File: src/rtl/byte_striping_nlane_pkg.sv
// Shared definitions for the N-lane byte-striping and un-striping blocks:
// lane-count legality range, lane index width helper and pointer actions.
package byte_striping_nlane_pkg;

    // Legal range for NUM_LANES on both the striping and un-striping sides.
    localparam int MIN_LANES = 2;
    localparam int MAX_LANES = 8;

    // Width of a lane index; never narrower than one bit.
    function automatic int lane_idx_w(input int num_lanes);
        return (num_lanes <= 1) ? 1 : $clog2(num_lanes);
    endfunction

    // What happens to the lane pointer on the next edge.
    typedef enum logic [1:0] {
        PTR_HOLD    = 2'd0,
        PTR_ADVANCE = 2'd1,
        PTR_FLUSH   = 2'd2,
        PTR_REALIGN = 2'd3
    } ptr_action_e;

endpackage

File: src/rtl/byte_striping_nlane_lane_ctrl.sv
// Lane pointer control for the N-lane striper: owns the pointer, the idle
// counter and the flush / realign / advance priority. Produces a one-hot
// lane write enable and a flag marking a write to the last lane of a round.
module stripe_lane_ctrl
    import byte_striping_nlane_pkg::*;
#(
    parameter int NUM_LANES    = 2,
    parameter int IDLE_REALIGN = 2,
    localparam int PW          = lane_idx_w(NUM_LANES)
) (
    input  logic                 clk,
    input  logic                 reset,
    input  logic                 valid_in,
    input  logic                 flush,
    output logic [PW-1:0]        lane_ptr,
    output logic [NUM_LANES-1:0] write_en,
    output logic                 last_lane
);

    // Idle counter only needs to reach IDLE_REALIGN, where it saturates.
    localparam int CW = (IDLE_REALIGN < 1) ? 1 : $clog2(IDLE_REALIGN + 1);
    localparam logic [CW-1:0] IDLE_MAX  = CW'(IDLE_REALIGN);
    localparam logic [CW-1:0] IDLE_LAST = (IDLE_REALIGN < 1) ? '0 : CW'(IDLE_REALIGN - 1);
    localparam logic [PW-1:0] LAST_LANE = PW'(NUM_LANES - 1);

    logic [CW-1:0] idle_cnt;
    logic [PW-1:0] target_lane;
    logic          idle_hit;
    ptr_action_e   action;

    // Decode the lane to write and the pointer action; flush beats realign beats advance.
    always_comb begin
        target_lane = flush ? '0 : lane_ptr;
        write_en    = '0;
        if (valid_in) begin
            write_en = NUM_LANES'(1) << target_lane;
        end
        // A flushed word lands on lane 0, which is never the last lane, so no round strobe.
        last_lane = valid_in && !flush && (lane_ptr == LAST_LANE);
        // The idle cycle that makes the counter reach IDLE_REALIGN also resets the pointer.
        idle_hit  = (IDLE_REALIGN != 0) && !valid_in && (idle_cnt >= IDLE_LAST);
        if (flush) begin
            action = PTR_FLUSH;
        end else if (valid_in) begin
            action = PTR_ADVANCE;
        end else if (idle_hit) begin
            action = PTR_REALIGN;
        end else begin
            action = PTR_HOLD;
        end
    end

    // Pointer and idle counter state.
    always_ff @(posedge clk) begin
        if (reset) begin
            lane_ptr <= '0;
            idle_cnt <= '0;
        end else begin
            case (action)
                PTR_FLUSH:   lane_ptr <= valid_in ? PW'(1) : '0;
                PTR_ADVANCE: lane_ptr <= (lane_ptr == LAST_LANE) ? '0 : lane_ptr + PW'(1);
                PTR_REALIGN: lane_ptr <= '0;
                default:     lane_ptr <= lane_ptr;
            endcase
            if (valid_in) begin
                idle_cnt <= '0;
            end else if ((IDLE_REALIGN != 0) && (idle_cnt != IDLE_MAX)) begin
                idle_cnt <= idle_cnt + CW'(1);
            end
        end
    end

endmodule

File: src/rtl/byte_striping_nlane.sv
// N-lane byte-striping stage in the clk_2f domain. Valid input words are
// distributed round-robin over NUM_LANES lane registers; each lane holds its
// last word while lane_valid pulses for one cycle on every write.
module byte_striping_nlane
    import byte_striping_nlane_pkg::*;
#(
    parameter int DATA_WIDTH   = 32,
    parameter int NUM_LANES    = 2,
    parameter int IDLE_REALIGN = 2,
    localparam int PW          = lane_idx_w(NUM_LANES)
) (
    input  logic                            clk_2f,
    input  logic                            reset,
    input  logic                            valid_in,
    input  logic [DATA_WIDTH-1:0]           Data_in,
    input  logic                            flush,
    output logic [NUM_LANES*DATA_WIDTH-1:0] lane_data,
    output logic [NUM_LANES-1:0]            lane_valid,
    output logic [PW-1:0]                   lane_ptr,
    output logic                            round_done
);

    // Reject lane counts outside the supported range at elaboration.
    if ((NUM_LANES < MIN_LANES) || (NUM_LANES > MAX_LANES)) begin : g_bad_lanes
        $error("byte_striping_nlane: NUM_LANES out of range");
    end

    logic [NUM_LANES-1:0]  write_en;
    logic                  last_lane;
    logic [DATA_WIDTH-1:0] lane_regs [NUM_LANES];

    stripe_lane_ctrl #(
        .NUM_LANES    (NUM_LANES),
        .IDLE_REALIGN (IDLE_REALIGN)
    ) u_ctrl (
        .clk       (clk_2f),
        .reset     (reset),
        .valid_in  (valid_in),
        .flush     (flush),
        .lane_ptr  (lane_ptr),
        .write_en  (write_en),
        .last_lane (last_lane)
    );

    for (genvar k = 0; k < NUM_LANES; k++) begin : g_lane
        // Lane register loads only on its own write enable, so idle-cycle data never reaches it.
        always_ff @(posedge clk_2f) begin
            if (reset) begin
                lane_regs[k] <= '0;
            end else if (write_en[k]) begin
                lane_regs[k] <= Data_in;
            end
        end
        assign lane_data[k*DATA_WIDTH +: DATA_WIDTH] = lane_regs[k];
    end

    // One-cycle strobes that accompany each lane write and each completed round.
    always_ff @(posedge clk_2f) begin
        if (reset) begin
            lane_valid <= '0;
            round_done <= 1'b0;
        end else begin
            lane_valid <= write_en;
            round_done <= last_lane;
        end
    end

endmodule

File: config.mk
export PLATFORM = sky130hd
export DESIGN_NAME = byte_striping_nlane
export DESIGN_NICKNAME = d
export VERILOG_FILES = /design/src/rtl/byte_striping_nlane_pkg.sv /design/src/rtl/byte_striping_nlane_lane_ctrl.sv /design/src/rtl/byte_striping_nlane.sv
export SDC_FILE = /design/constraint.sdc
export NUM_CORES = 1
export LEC_CHECK = 0
export BUFFER_PORTS_ARGS = -buffer_cell sky130_fd_sc_hd__buf_2
export CAP_MARGIN = 40
export CORE_MARGIN = 3
export CORE_UTILIZATION = 30
export CTS_CLUSTER_SIZE = 16
export DETAILED_ROUTE_END_ITERATION = 12
export HOLD_SLACK_MARGIN = 0.15
export PLACE_DENSITY = 0.56
export SYNTH_ARGS = -nofsm -noshare
export SYNTH_HDL_FRONTEND = slang
export SYNTH_SLANG_ARGS = --single-unit
File: constraint.sdc
create_clock -name clk_2f -period 4.6 [get_ports clk_2f]
set_input_delay 0.46 -clock clk_2f [delete_from_list [all_inputs] [get_ports clk_2f]]
set_output_delay 0.46 -clock clk_2f [all_outputs]
set_load 0.05 [all_outputs]
==> summary.txt <==
Outcome
  • Status: finished clean

Floorplan
  • Die W: 99.2 um
  • Die height: 99.2 um
  • Core ar.: 8340 um^2
  • Initial cell density of the core: 31.3%
  • Top-Level Pins: approximately 100
  • Die area: slightly below 10000 um^2
  • # rows: 33

Setup path
  • Crit. End Element: register
  • Crit Path Class: register to register
  • Largest stage delay, worst path: ~0.48 ns
  • Req. time, crit path: around 4.5 ns
  • Reg2reg setup slack: around 2.8 ns
  • Buf+Inv Stages, Crit Path: 0
  • Crit path launch type: register
  • Worst-path fanout max: 32
  • Critical Path Slowest Stage Cell: nand2b_2
  • CP delay by family, top: simple AND/OR/NAND/NOR gates
  • Worst R2R End: lane_regs[0][21]
  • Worst r2r src: u_ctrl.lane_ptr
  • Crit-path cells: nor2b_1 > nand2b_1 > nand2b_2
  • Reg2reg path depth: 3
  • WP data arrival: 1.66 ns

Power
  • Cell Pwr Density: 397 nW/um^2
  • Int Power: approximately 980 uW
  • Clock power frac: 29.5%
  • Worst VDD drop: just over 0.2 mV
  • Sw Pwr: 400 uW
  • Reg power frac: between 50% and 60%
  • Leakage: between 1.5 and 2 nW
  • Sw Share: about 29%
  • Comb power frac: between 10% and 20%

Synth
  • Primary FF master, synth: edfxtp_1
  • Synth warnings: 0
  • Largest cells by area after synthesis: edfxtp_1 (74%), and2_1 (15%), dfxtp_1 (4.6%)
  • Register area share after synthesis: about four fifths
  • Cell area after synthesis: about 2600 um^2
  • Syn Nets: between 150 and 200
  • Avg Cell Area, Syn: approximately 16 um^2
  • Netlist cell types: 18
  • Top-area cell type share of the netlist area: between 70 and 80%
  • Asr flop ratio synth: 0%
  • Commonest cells in the netlist: and2_1 (64), edfxtp_1 (64), buf_2 (6), dfxtp_1 (6), nor3_1 (3)
  • Synth area leader: edfxtp_1
  • Post-Syn Instances: approximately 160
  • FF+latch count, synth: 70
  • Post-synth EDFFs: 64

STA
  • Final setup vio count: 0
  • Final period util: roughly two fifths
  • Final Hold Viols: 0
  • Final TNS setup: 0 ns
  • Final min period: ~1.8 ns
  • Actual slew at the worst max-slew pin: between 0.8 and 0.9 ns
  • Min Hold Slack: 0.372 ns
  • Worst setup margin: around 2.8 ns
  • Relative slew slack: roughly 43%
  • RSZ-0062 raised after global routing: false
  • Clk_skew: ~0.012 ns
  • Final Max Tran Viols: 0
  • Max Freq: ~0.56 GHz

GRT
  • Vias in the first global route: approximately 1700
  • Gr ovfl total: 0
  • Antenna violations before repair: 1
  • Pin count of the biggest net entering global routing: 33
  • First-pass GRT wire length: between 8000 and 9000 um
  • Gr usage total: 11.4%

Clocking
  • Clock sink total: 70
  • CTS clk-pin slew, worst paths: 0.08 ns
  • Total CTS buffers: 9
  • CTS Hold Bufs: 0
  • CTS tree: yes
  • Worst-skew pair later-pin latency: approximately 0.33 ns
  • Root Buffer: clkbuf_8
  • H-tree lvl count: 3
  • CTS-repair resized insts: 0
  • Setup bufs post-CTS: 0
  • Worst-case clock buffer depth: 2

Min path
  • Worst hold stages: 2
  • Hold endpoint: u_ctrl.idle_cnt[1]
  • Worst hold path class: input port to register
  • Hold path start: valid_in

Finish
  • Post-layout nets: approximately 300
  • FF/Latch Area: a little over 2000 um^2
  • Share of cells above drive strength 1: ~45%
  • Multi-input gate area: roughly 550 um^2
  • Number of diodes: 0
  • FILL cells: ~800
  • Area growth syn-to-layout: 32.8%

Detailed routing
  • DR vias/cell: approximately 4.2
  • WL met2: 2660 um
  • Highest metal used: met5
  • Residual DRC: 0
  • DR WL/cell: about 14 um
  • Routed length on met3: around 500 um
  • 1st-pass router iterations: 4
  • Iter 0 DRT Violations: between 40 and 50
  • Final wirelength: ~5400 um
  • Post-route ant nets: 0
  • Length of routed wiring on met1: 2160 um
  • Via count: 1602

Place
  • IO Port Bufs: approximately 100
  • Final HPWL DP: roughly 3900 um
  • RePlAce Congestion: about 0.68
  • Pre-CTS setup slack: approximately 2.5 ns

Job
  • Max-Cap Viols: 0
-- placed cells by master, fill, tap and decap left out, types with 2 or more instances in the layout --
| cell | count |
|---|---|
| inv_1 | 2 |
| buf_8 | 2 |
| edfxtp_1 | 64 |
| clkinv_2 | 3 |
| and2_1 | 64 |
| ha_1 | 2 |
| nor3_1 | 3 |
| buf_2 | 103 |
| clkbuf_8 | 9 |
| clkbuf_1 | 2 |
| dfxtp_1 | 6 |
-- worst reg2reg max path, cell delays in order (launching register included) --
cell and delay, ns:
dfxtp_1 0.35, nor2b_1 0.30, nand2b_1 0.19, nand2b_2 0.48
-- kinds of logic after synthesis --
logic type / synth area share, %
XOR/XNOR: 0.336
multiplexers: 0.384
AO/OA/AOI/OAI: 0.480
adder cells (fa/ha/maj): 0.960
AND/OR/NAND/NOR: 17.9
flip-flops: 78.3
buffers and inverters: 1.58
-- how the worst max path moves through the flow --
| stage | slack (ns) | end | depth (start not counted) | startpoint |
|---|---|---|---|---|
| finish | 2.83 | lane_regs[0][21] | 3 | u_ctrl.lane_ptr |
| global route | 2.68 | lane_regs[0][28] | 3 | u_ctrl.lane_ptr |
| CTS | 2.77 | lane_regs[0][20] | 3 | u_ctrl.lane_ptr |
| detailed placement | 2.55 | lane_regs[0][15] | 4 | flush |
| global placement | 2.59 | lane_regs[1][15] | 3 | valid_in |
| floorplan | 1.81 | lane_regs[1][0] | 2 | u_ctrl.lane_ptr |
-- per-layer routing --
layer  global-route usage, %  up-vias
met1                    13.4      753
met5                       0        -
met2                    18.4       67
met4                    5.36        2
li1                        -      770
met3                    4.49       10
-- final cells by class --
class                      instances  share of cell area [%]
multi-input combinational         80                    15.9
clock buffer                      11                    3.79
clock inverter                     5                   0.759
inverter                           2                   0.217
timing repair buffer             106                    16.6
sequential                        70                    59.0
tap                              105                    3.79
-- power groups by stage --
stage	Sequential, mW	Clock [mW]	Combinational (mW)
floorplan	0.889	0	0.0294
global placement	0.757	0	0.222
detailed placement	0.758	0	0.229
CTS	0.745	0.425	0.229
global route	0.747	0.453	0.237
finish	0.744	0.406	0.226
-- per-stage QoR --
| step | std cells | instance area (um^2) | util, % | total power, mW |
|---|---|---|---|---|
| floorplan | 159 | 2610 | - | 0.918 |
| global placement | 360 | 3250 | 38.9 | 0.979 |
| detailed placement | 363 | 3300 | 39.6 | 0.987 |
| CTS | 379 | 3460 | 41.5 | 1.40 |
| global route | 379 | 3460 | 41.5 | 1.44 |
| finish | 379 | 3460 | 41.5 | 1.38 |
-- flip-flops by register name, summed over array words and instances, names as in the netlist --
signal           count
lane_regs           64
u_ctrl.idle_cnt      2
lane_valid           2
round_done           1
u_ctrl.lane_ptr      1
(Power assumes the default switching activity.)
